--- config.mk ---
export PLATFORM = sky130hd
export DESIGN_NAME = sram_bus_arbiter
export DESIGN_NICKNAME = d
export VERILOG_FILES = /design/src/rtl/sram_bus_arbiter.sv
export SDC_FILE = /design/constraint.sdc
export NUM_CORES = 1
export LEC_CHECK = 0
export ABC_AREA = 1
export CAP_MARGIN = 10
export CORE_MARGIN = 3
export CORE_UTILIZATION = 42
export CTS_BUF_LIST = sky130_fd_sc_hd__clkbuf_8
export CTS_CLUSTER_DIAMETER = 80
export DETAILED_ROUTE_END_ITERATION = 7
export GPL_ROUTABILITY_DRIVEN = 0
export PLACE_DENSITY_LB_ADDON = 0.08
export SLEW_MARGIN = 20
export SYNTH_ARGS = -nofsm -noshare
export SYNTH_HDL_FRONTEND = slang
export SYNTH_SLANG_ARGS = --single-unit
--- constraint.sdc ---
create_clock -name clk -period 5.5 [get_ports clk]
set_clock_uncertainty 0.2 [all_clocks]
set_input_delay 0.55 -clock clk [delete_from_list [all_inputs] [get_ports clk]]
set_output_delay 0.55 -clock clk [all_outputs]
set_load 0.05 [all_outputs]
--- src/rtl/sram_bus_arbiter.sv ---
// sram_bus_arbiter
//   Shares one external 32-bit SRAM between instruction fetch (IF) and the
//   MEM stage. MEM has priority. Each access holds the SRAM strobes for
//   WAIT_CYCLES+1 cycles and then returns to IDLE. The IDLE cycle that follows
//   is the cycle in which the one-cycle ack/valid pulse is high.
//
//   Optional feature: define SRAM_ARB_PERF_EN to add the perf_if_stall and
//   perf_mem_cnt counters.
//
// Ports
//   clk, rst              clock (rising edge), asynchronous active-high reset
//   if_ce, if_addr        fetch request and byte address, held until if_valid
//   if_inst, if_valid     fetched word and its one-cycle completion pulse
//   mem_req, mem_we       MEM request (held until mem_ack), 1 = store
//   mem_addr, mem_be      data byte address and store byte enables
//   mem_wdata             store data
//   mem_rdata, mem_ack    load data and its one-cycle completion pulse
//   stall_o               combinational pipeline stall
//   ram_*                 SRAM word address, data, tri-state enable and
//                         active-low strobes
//   fsm_state             current FSM state, for observation
//   perf_if_stall         cycles with a fetch pending (SRAM_ARB_PERF_EN only)
//   perf_mem_cnt          completed MEM accesses (SRAM_ARB_PERF_EN only)
//
// Handshake: a requester raises its request with stable fields and holds
// them until it sees its ack/valid pulse. It drops the request, or presents
// the next request, within the pulse cycle. The arbiter samples requests at
// every edge while it is in IDLE, including the edge that ends the pulse
// cycle.
module sram_bus_arbiter #(
    parameter int ADDR_W      = 20,
    parameter int WAIT_CYCLES = 1
) (
    input  logic              clk,
    input  logic              rst,
    input  logic              if_ce,
    input  logic [31:0]       if_addr,
    output logic [31:0]       if_inst,
    output logic              if_valid,
    input  logic              mem_req,
    input  logic              mem_we,
    input  logic [31:0]       mem_addr,
    input  logic [3:0]        mem_be,
    input  logic [31:0]       mem_wdata,
    output logic [31:0]       mem_rdata,
    output logic              mem_ack,
    output logic              stall_o,
    output logic [ADDR_W-1:0] ram_addr,
    output logic [31:0]       ram_wdata,
    output logic              ram_wdata_oe,
    input  logic [31:0]       ram_rdata,
    output logic              ram_ce_n,
    output logic              ram_oe_n,
    output logic              ram_we_n,
    output logic [3:0]        ram_be_n,
    output logic [1:0]        fsm_state
`ifdef SRAM_ARB_PERF_EN
    ,
    output logic [31:0]       perf_if_stall,
    output logic [31:0]       perf_mem_cnt
`endif
);

    typedef enum logic [1:0] {
        IDLE    = 2'd0,
        IF_ACC  = 2'd1,
        MEM_ACC = 2'd2
    } state_t;

    localparam logic [3:0] WAIT_LAST = 4'(WAIT_CYCLES);

    state_t     state;
    logic [3:0] cnt;

    // Byte-offset bits and bits above the SRAM word range are not used.
    logic unused_addr_bits;
    assign unused_addr_bits = ^{if_addr[31:ADDR_W+2], if_addr[1:0],
                                mem_addr[31:ADDR_W+2], mem_addr[1:0]};

    assign stall_o   = (if_ce & ~if_valid) | (mem_req & ~mem_ack);
    assign fsm_state = state;

    always_ff @(posedge clk or posedge rst) begin
        if (rst) begin
            state        <= IDLE;
            cnt          <= 4'd0;
            ram_ce_n     <= 1'b1;
            ram_oe_n     <= 1'b1;
            ram_we_n     <= 1'b1;
            ram_be_n     <= 4'hF;
            ram_wdata_oe <= 1'b0;
            ram_addr     <= '0;
            ram_wdata    <= 32'd0;
            if_valid     <= 1'b0;
            mem_ack      <= 1'b0;
            if_inst      <= 32'd0;
            mem_rdata    <= 32'd0;
        end else begin
            if_valid <= 1'b0;
            mem_ack  <= 1'b0;
            case (state)
                IDLE: begin
                    cnt <= 4'd0;
                    if (mem_req) begin
                        state    <= MEM_ACC;
                        ram_addr <= mem_addr[ADDR_W+1:2];
                        ram_ce_n <= 1'b0;
                        if (mem_we) begin
                            ram_we_n     <= 1'b0;
                            ram_be_n     <= ~mem_be;
                            ram_wdata    <= mem_wdata;
                            ram_wdata_oe <= 1'b1;
                        end else begin
                            // Loads read the whole word; the MEM stage extracts bytes.
                            ram_oe_n <= 1'b0;
                            ram_be_n <= 4'h0;
                        end
                    end else if (if_ce) begin
                        state    <= IF_ACC;
                        ram_addr <= if_addr[ADDR_W+1:2];
                        ram_ce_n <= 1'b0;
                        ram_oe_n <= 1'b0;
                        ram_be_n <= 4'h0;
                    end
                end
                IF_ACC, MEM_ACC: begin
                    if (cnt == WAIT_LAST) begin
                        state        <= IDLE;
                        cnt          <= 4'd0;
                        ram_ce_n     <= 1'b1;
                        ram_oe_n     <= 1'b1;
                        ram_we_n     <= 1'b1;
                        ram_be_n     <= 4'hF;
                        ram_wdata_oe <= 1'b0;
                        if (state == IF_ACC) begin
                            if_inst  <= ram_rdata;
                            if_valid <= 1'b1;
                        end else begin
                            // ram_we_n still low here means this access was a store.
                            if (ram_we_n) mem_rdata <= ram_rdata;
                            mem_ack <= 1'b1;
                        end
                    end else begin
                        cnt <= cnt + 4'd1;
                    end
                end
                default: state <= IDLE;
            endcase
        end
    end

`ifdef SRAM_ARB_PERF_EN
    always_ff @(posedge clk or posedge rst) begin
        if (rst) begin
            perf_if_stall <= 32'd0;
            perf_mem_cnt  <= 32'd0;
        end else begin
            if (if_ce & ~if_valid) perf_if_stall <= perf_if_stall + 32'd1;
            if (mem_ack)           perf_mem_cnt  <= perf_mem_cnt + 32'd1;
        end
    end
`endif

endmodule
==> results of run 1 <==
-- power by group --
part | leakage [nW] | internal (mW) | total [mW] | switching (mW)
clock | 0.207 | 0.379 | 0.723 | 0.345
sequential | 1.56 | 1.45 | 1.70 | 0.248
combinational | 2.08 | 1.10 | 3.60 | 2.50
-- worst min-delay path by stage --
stage               end      from  depth (start not counted)  slack (ps)
2_1_floorplan    cnt[0]    cnt[0]                          2         320
3_3_place_gp   ram_oe_n  ram_oe_n                          2         250
3_5_place_dp   ram_oe_n  ram_oe_n                          2         250
4_1_cts        ram_oe_n  ram_oe_n                          2         260
5_1_grt        ram_oe_n  ram_oe_n                          2         270
6_report       ram_oe_n  ram_oe_n                          2         260
-- cells in the final DEF (no fill, tap or decap), types with 2 or more instances in the layout --
master	count
dfstp_2	7
dfrtp_1	125
clkbuf_8	20
nor2_2	3
clkinv_2	4
inv_1	21
nand2_2	2
a31oi_1	20
ha_1	6
o22ai_1	2
nand2_1	300
nor2_1	26
o21ai_0	40
buf_4	5
nand3_1	38
clkdlybuf4s50_1	241
a21oi_1	3
-- cell type report --
cell class / instances / share of cell area
Clock buffer: 20 / 0.03305
Clock inverter: 12 / 0.009464
Inverter: 16 / 0.007661
Multi-Input combinational cell: 446 / 0.2322
Sequential cell: 132 / 0.3976
Tap cell: 172 / 0.02584
Timing Repair Buffer: 246 / 0.2941
-- through the flow --
step           utilization  area (um2)  setup WS (ps)
2_1_floorplan            -        5505           1236
3_3_place_gp        0.6269        7975           2003
3_5_place_dp        0.6269        7975           1986
4_1_cts             0.6547        8329           1957
5_1_grt             0.6547        8329           1814
6_report            0.6547        8329           1967
-- worst register-to-register path, cell delays in order (launching register included) --
cell and delay, ps:
dfrtp_1 420, inv_1 90, ha_1 410, nand3_4 390, clkinv_2 580, nand2_2 740
nand2_1 120, nand2_1 90
-- sequential cells by signal, indices dropped and copies added (netlist names) --
signal	cells
mem_rdata	32
ram_we_n	1
mem_ack	1
fsm_state	2
if_inst	32
ram_wdata	32
ram_ce_n	1
if_valid	1
ram_be_n	4
cnt	4
ram_oe_n	1
ram_addr	20
ram_wdata_oe	1
-- metal layers --
layer,GRT usage,up-vias,share of wire
met5,0,-,0
met4,0.06232,0,0.0084
met3,0.07858,11,0.094
met2,0.3877,194,0.51
met1,0.2615,2432,0.39
li1,-,2450,-
-- cell families (layout without fill, tap and decap cells) --
kind of cell | Yosys count | in the layout | synth area share
AOI/OAI and AO/OA | 66 | 66 | 0.06545
adders and majority gates | 6 | 6 | 0.01364
DFF | 132 | 132 | 0.6016
and+or+nand+nor | 373 | 373 | 0.2707
xor gates and xnor gates | 1 | 1 | 0.001591
buffers and inverters | 50 | 294 | 0.04704
==> impl_metrics.csv, run 1 <==
group,metric,value,unit
clocking,cts_buffers,17,
die,start_util,0.4327,
power,power_per_cell_area,723.4,nW/um2
logic_synthesis,synth_area,5505,um2
critical_path,critical_path_buf_inv_count,4,
placed_design,placed_cells_incl_taps,1012,
sta,setup_tns,0,ps
critical_path,cell_mode_on_critical_path,"clkdlybuf4s50_1",
route,drt_first_iter_violations,383,
sta,timing_max_transition_violations_final,0,
critical_path,worstSetupPathDepth,5,
critical_path,cells_along_the_critical_path,"clkdlybuf4s50_1 > buf_4 > inv_1 > o22ai_1 > clkdlybuf4s50_1",
die,die_x,120.5,um
die,floorplan.io_pins,266,
sta,slew-limit-headroom,0.3174,
logic_synthesis,yosys-top-cells-area,"dfrtp_1 57%, nand2_1 20%, o21ai_0 3.6%",
route,aggregate_routed_wire_length,15.90,mm
critical_path,path_max_fanout,25,
critical_path,critPathRequiredTime,4750,ps
critical_path,timing.critical_path.slowest_cell_delay,840,ps
cells_and_area,layout-drive-gt1-share,0.05505,
clocking,ctsHtreeMaxLevel,4,
cells_and_area,areaGrowthSynthToFinish,51.30,%
logic_synthesis,ys_seq_elements,132,
critical_path,endpoint,"stall_o",
logic_synthesis,number_of_nets_produced_by_synthesis,771,
critical_path,critical_path.startpoint,"mem_req",
critical_path,critical_path.slowest_cell,"clkdlybuf4s50_1",
sta,period_minus_slack,3533,ps
logic_synthesis,synth_enable_flop_cells,0,
sta,fin_hold_ws,263.9,ps
run,max-cap-violations,0,
critical_path,worst_r2r_startpoint,"fsm_state[0]",
critical_path,r2r.worst_path.cells,7,
cells_and_area,fillerInstances,1111,
clocking,postCtsResizedCells,0,
worst_hold_path,holdCritPathClass,"flop to flop",
logic_synthesis,post-synth-top-area-fraction,0.5682,
route,drt_pre_antenna_iters,5,
cells_and_area,final_nets,1002,
critical_path,path_class,"input pin to output port",
logic_synthesis,yosysMostFrequentCell,"nand2_1",
clocking,clock_insertion_delay_worst_skew,430,ps
route,remaining_drc_errors,0,
logic_synthesis,synth_flop_cell,"dfrtp_1",
grt,grt_overflow_total,0,
logic_synthesis,async_reset_ff_frac,1.000,
placed_design,buffer_ports.inserted,241,
clocking,clock_tree_from_tritoncts,"done",
logic_synthesis,synth.top_cells.by_count,"300 x nand2_1, 125 x dfrtp_1, 40 x o21ai_0",
cells_and_area,regArea,3312,um2
route,detail_route.wl_per_cell,15.23,um
grt,grt_pass1_wl,25.54,mm
route,drtAntennaViolNets,0,
placed_design,detailed_place_hpwl,11.12,mm
logic_synthesis,yosysUniqueCellTypes,24,
cells_and_area,multiInputGateArea,1934,um2
logic_synthesis,postSynthAreaPerCell,8.766,um2
route,routed_via_density,4.873,
grt,number_of_antenna_violations_at_the_first_check_in_global_routing,0,
grt,first_global_vias,5073,
power,leakage_component_of_the_power,3.847,nW
run_status,outcome,"finished clean",
sta,clock.fmax,283.0,MHz
die,die_y,120.5,um
clocking,cts-root-to-sink-buffers,2,
cells_and_area,fin_cells,1044,
logic_synthesis,yosys_warnings,0,
power,irDropWorstVdd,0.3513,mV
critical_path,critical_path.top_delay_family,"buffers and inverters",
critical_path,timing.rr.end,"mem_rdata[7]",
die,die_area,14520,um2
clocking,cts-root-buf,"clkbuf_8",
die,design.core.area,12720,um2
clocking,clock_transition_at_the_registers_of_the_reported_paths,70,ps
route,via_count,5087,
critical_path,reg2reg_slack,2410,ps
sta,hold_viol,0,
logic_synthesis,cell_count_after_synthesis,628,
clocking,post_cts.repair.setup_buffers,0,
logic_synthesis,synth_area_leader_cell,"dfrtp_1",
sta,rsz0062_at_grt,"no",
grt,largest_net_degree_at_the_start_of_global_routing,70,
die,std_cell_rows,41,
logic_synthesis,synth-seq-area-share,0.6016,
clocking,clock_sinks,132,
clocking,cts_hold_buffers,0,
sta,worst_slew_pin_slew,1023,ps
sta,post-route-period-util,0.6424,
sta,setup_viol_count_final,0,
cells_and_area,antennaDiodeCount,0,
power,finalPower,6.025,mW
critical_path,cp_data_arrival_time,2780,ps
critical_path,worst_setup_path_end_kind,"output port",
critical_path,worstSetupStartpointType,"input pin",
grt,global_route.usage.total,0.2230,
Note: power is estimated with default switching activity, not from simulation.
==> run 2: changes to the inputs <==
Settings changed: CORE_UTILIZATION 42 to 38.
Clock period 5.5 ns to 3 ns, I/O delays scaled along.
==> run 2 against run 1 <==
  * Non-clock buffer count is 7 higher
  * Clock power up 120%
  * Critical path depth shrank 4
  * Via count fell by 0.45%
  * Design area increased by 1.8%
  * Sequential power grew 84%
  * Global-route usage down 2.1 points
  * Setup slack lost 1300 ps
  * Sequential share of layout area down 0.71 points
  * Largest power group unchanged
  * Highest routed layer unchanged
==> impl_metrics.csv, run 2 (same netlist as run 1, synthesis figures left out) <==
group,metric,value,unit
run_status,outcome,"finished clean",
cells_and_area,fillerInstances,1213,
grt,global_route.usage.total,0.2020,
clocking,clock_transition_at_the_registers_of_the_reported_paths,70,ps
grt,grt_overflow_total,0,
sta,timing_max_transition_violations_final,0,
power,leakage_component_of_the_power,3.899,nW
clocking,post_cts.repair.setup_buffers,0,
power,power_per_cell_area,1334,nW/um2
die,die_area,15970,um2
cells_and_area,areaGrowthSynthToFinish,54.05,%
die,die_y,126.4,um
clocking,clock_sinks,132,
sta,setup_tns,0,ps
route,via_count,5064,
route,drt_pre_antenna_iters,4,
die,design.core.area,14040,um2
power,finalPower,11.32,mW
cells_and_area,fin_util,0.6039,
cells_and_area,layout.cells.most_common,"nand2_1",
clocking,clock_tree_from_tritoncts,"done",
cells_and_area,regArea,3312,um2
sta,slew-limit-headroom,0.5567,
route,aggregate_routed_wire_length,15.88,mm
run,max-cap-violations,0,
grt,number_of_antenna_violations_at_the_first_check_in_global_routing,0,
cells_and_area,final_nets,1009,
clocking,cts-root-buf,"clkbuf_8",
sta,clock.fmax,435.6,MHz
sta,setup_viol_count_final,0,
sta,worst_slew_pin_slew,662.6,ps
critical_path,critical_path_buf_inv_count,1,
worst_hold_path,holdCritPathClass,"input pin to async pin",
grt,grt_pass1_wl,26.01,mm
route,drt_first_iter_violations,311,
route,detail_route.wl_per_cell,15.01,um
critical_path,critPathRequiredTime,2500,ps
clocking,cts_hold_buffers,0,
cells_and_area,antennaDiodeCount,0,
critical_path,path_max_fanout,2,
critical_path,worstSetupStartpointType,"flop",
clocking,postCtsResizedCells,0,
sta,hold_viol,0,
critical_path,path_class,"flop to output port",
critical_path,cp_data_arrival_time,1800,ps
placed_design,detailed_place_hpwl,11.05,mm
power,irDropWorstVdd,0.6781,mV
cells_and_area,layout.cells.most_common_list,"300 x nand2_1, 240 x clkdlybuf4s50_1, 125 x dfrtp_1, 40 x o21ai_0, 38 x nand3_1",
critical_path,critical_path.top_delay_family,"buffers and inverters",
route,remaining_drc_errors,0,
placed_design,buffer_ports.inserted,241,
route,routed_via_density,4.786,
sta,rsz0062_at_grt,"no",
die,die_x,126.4,um
clocking,cts_buffers,17,
die,std_cell_rows,43,
die,start_util,0.3921,
sta,post-route-period-util,0.7652,
clocking,cts-root-to-sink-buffers,2,
sta,period_minus_slack,2295,ps
cells_and_area,layout-drive-gt1-share,0.06948,
cells_and_area,multiInputGateArea,1934,um2
critical_path,cells_along_the_critical_path,"clkdlybuf4s50_1",
clocking,ctsHtreeMaxLevel,4,
clocking,clock_insertion_delay_worst_skew,430,ps
grt,largest_net_degree_at_the_start_of_global_routing,92,
critical_path,timing.critical_path.slowest_cell_delay,830,ps
critical_path,critical_path.slowest_cell,"clkdlybuf4s50_1",
cells_and_area,top_regs,"if_inst (32), mem_rdata (32), ram_wdata (32)",
grt,first_global_vias,5280,
die,floorplan.io_pins,266,
critical_path,worst_setup_path_end_kind,"output port",
route,drtAntennaViolNets,0,
## run 2: final timing paths
| kind | cells past startpoint | end | slack (ps) | startpoint |
|---|---|---|---|---|
| setup / recovery | 1 | ram_ce_n | 700 | ram_ce_n |
| hold reg to reg | 2 | ram_ce_n | 260 | ram_ce_n |
| setup reg to reg | 7 | mem_rdata[4] | 780 | fsm_state[0] |
| max in group asynchronous | 3 | ram_oe_n | 2020 | rst |
| hold / removal | 3 | if_inst[14] | 150 | rst |
| min in group clk | 3 | ram_wdata[28] | 190 | mem_wdata[28] |
## run 2: final cells by class
class	instances	area share
clock buffers	21	0.03408
repair buffers	253	0.2977
multi-input cells	446	0.2281
well taps	180	0.02656
inverters	16	0.007672
flip-flops and latches	132	0.3905
clock inverters	10	0.01534
## run 2: per-stage QoR
step                      hold slack (ps)  worst slack, ps  instance area [um2]  std cells
after floorplan                     209.6            868.5                 5509        628
after global placement              249.6            910.1                 8061       1027
after detailed placement            255.5            766.8                 8061       1027
after CTS                           156.4            661.1                 8481       1058
after global routing                159.2            553.9                 8481       1058
final                               151.7            704.5                 8481       1058
## run 2: per-layer routing
metal,vias up,part of all wire,global-route usage
met5,-,0,0
met4,0,0.027,0.08391
met3,28,0.077,0.06905
met2,201,0.47,0.3213
met1,2372,0.43,0.2528
li1,2463,-,-
## run 2: report_power, final
group,total [mW],internal (mW),switching [mW]
Clock,1.57,0.899,0.671
Sequential,3.12,2.66,0.456
Combinational,6.63,2.05,4.58
==> run 3: changes to the inputs <==
Settings changed: CORE_UTILIZATION 38 to 42.
Clock period 3 ns to 2.3 ns, I/O delays scaled along.
==> run 3 against run 2 <==
  * Setup slack worse by 640 ps
  * Largest cell class unchanged
  * Sequential power up 30%
  * Power up 31%
  * Design area up 0.55%
  * Core utilization up 6.6 points
  * Clock-buffer cell count unchanged
  * Combinational power up 32%
  * Worst hold slack worse by 120 ps
  * Clock power up 30%
  * Die area down 9.1%
  * Critical path depth unchanged
  * Final cell count down 0.28%
  * Largest power group unchanged
==> impl_metrics.csv, run 3 (same netlist as run 1, synthesis figures left out) <==
group,metric,value,unit
clocking,ctsHtreeMaxLevel,4,
critical_path,cells_along_the_critical_path,"clkdlybuf4s50_1",
critical_path,critical_path_buf_inv_count,1,
placed_design,buffer_ports.inserted,241,
run_status,outcome,"finished clean",
clocking,clock_insertion_delay_worst_skew,440,ps
sta,timing_max_transition_violations_final,0,
clocking,clock_transition_at_the_registers_of_the_reported_paths,70,ps
grt,grt_pass1_wl,25.70,mm
critical_path,critPathRequiredTime,1870,ps
die,design.core.area,12720,um2
grt,grt_most_used_layer,"met2",
route,remaining_drc_errors,0,
critical_path,critical_path.startpoint,"ram_we_n",
route,drt_pre_antenna_iters,4,
clocking,cts_buffers,17,
critical_path,critical_path.slowest_cell,"clkdlybuf4s50_1",
critical_path,cp_data_arrival_time,1810,ps
placed_design,detailed_place_hpwl,11.37,mm
clocking,cts_hold_buffers,0,
cells_and_area,top_regs,"if_inst (32), mem_rdata (32), ram_wdata (32)",
grt,grt_overflow_total,0,
power,finalPower,14.84,mW
clocking,clock_tree_from_tritoncts,"done",
die,std_cell_rows,41,
grt,met3_usage,0.08980,
sta,setup_tns,0,ps
cells_and_area,final_cell_area,8527,um2
worst_hold_path,holdCritPathClass,"input pin to async pin",
critical_path,worst_setup_path_end_kind,"output port",
route,via_count,5132,
clocking,cts-root-to-sink-buffers,2,
sta,period_minus_slack,2236,ps
sta,worst_slew_pin_slew,804.0,ps
grt,grtUsageMet2,0.3633,
cells_and_area,areaGrowthSynthToFinish,54.89,%
critical_path,reg2reg_slack,200,ps
placed_design,post-place-ws,199.2,ps
grt,number_of_antenna_violations_at_the_first_check_in_global_routing,0,
cells_and_area,layout-drive-gt1-share,0.07475,
clocking,cts-root-buf,"clkbuf_8",
grt,largest_net_degree_at_the_start_of_global_routing,81,
critical_path,critical_path.top_delay_family,"buffers and inverters",
die,die_area,14520,um2
route,aggregate_routed_wire_length,16.04,mm
grt,first_global_vias,5146,
clocking,clock_sinks,132,
sta,hold_viol,0,
placed_design,place_area,8107,um2
route,drt_first_iter_violations,223,
sta,finalWorstSetupSlack,64.24,ps
sta,slew-limit-headroom,0.4628,
power,irDropWorstVdd,0.9715,mV
power,leakage_component_of_the_power,3.929,nW
critical_path,path_class,"flop to output port",
die,start_util,0.4327,
die,die_y,120.5,um
sta,setup_viol_count_final,0,
sta,rsz0062_at_grt,"no",
power,power_per_cell_area,1740,nW/um2
clocking,post_cts.repair.setup_buffers,0,
sta,clock.fmax,447.3,MHz
cells_and_area,layout.cells.most_common,"nand2_1",
run,max-cap-violations,0,
route,detail_route.wl_per_cell,15.20,um
die,die_x,120.5,um
sta,fin_hold_ws,36.37,ps
route,routed_via_density,4.864,
critical_path,path_max_fanout,2,
route,drtAntennaViolNets,0,
cells_and_area,fillerInstances,1087,
cells_and_area,antennaDiodeCount,0,
critical_path,worstSetupStartpointType,"flop",
grt,grt.met1_usage,0.2706,
cells_and_area,layout.cells.most_common_list,"300 x nand2_1, 240 x clkdlybuf4s50_1, 125 x dfrtp_1, 40 x o21ai_0, 38 x nand3_1",
clocking,postCtsResizedCells,0,
grt,global_route.usage.total,0.2250,
critical_path,timing.critical_path.slowest_cell_delay,840,ps
cells_and_area,final_nets,1013,
sta,post-route-period-util,0.9721,
critical_path,worst_r2r_startpoint,"fsm_state[0]",
die,floorplan.io_pins,266,
## run 3: per-layer routing
metal / share of wire / routed length (um) / vias up
met1: 0.41 / 6618 / 2437
met2: 0.47 / 7581 / 190
met3: 0.089 / 1426 / 30
met5: 0 / 0 / -
li1: - / - / 2475
met4: 0.026 / 410 / 0
## run 3: area by class of cell
class / instances / area [um2] / area share
clock buffers: 21 / 289.0 / 0.03390
clock inverters: 11 / 131.4 / 0.01541
inverters: 16 / 65.06 / 0.007630
multi-input cells: 446 / 1934 / 0.2269
flip-flops and latches: 132 / 3312 / 0.3884
well taps: 172 / 215.2 / 0.02524
repair buffers: 257 / 2580 / 0.3026
## run 3: metrics by stage
stage	std cells	utilization
2_1_floorplan	628	-
3_3_place_gp	1023	0.6372
3_5_place_dp	1023	0.6372
4_1_cts	1055	0.6702
5_1_grt	1055	0.6702
6_report	1055	0.6702
## run 3: report_power, final
part	leakage (nW)	switching, mW	internal (mW)	total, mW
Clock	0.222	0.873	1.17	2.04
Combinational	2.15	6.00	2.74	8.74
Sequential	1.56	0.585	3.47	4.05
Total	3.93	7.46	7.38	14.8
## run 3: path summary, 6_finish.rpt
| kind | endpoint | cells after the start |
|---|---|---|
| worst max-delay path | ram_we_n | 1 |
| worst min-delay path | mem_rdata[13] | 3 |
| worst max register to register | if_inst[31] | 6 |
| worst min register to register | ram_oe_n | 2 |
| max in group asynchronous | ram_we_n | 3 |
| min in group clk | ram_wdata[16] | 3 |
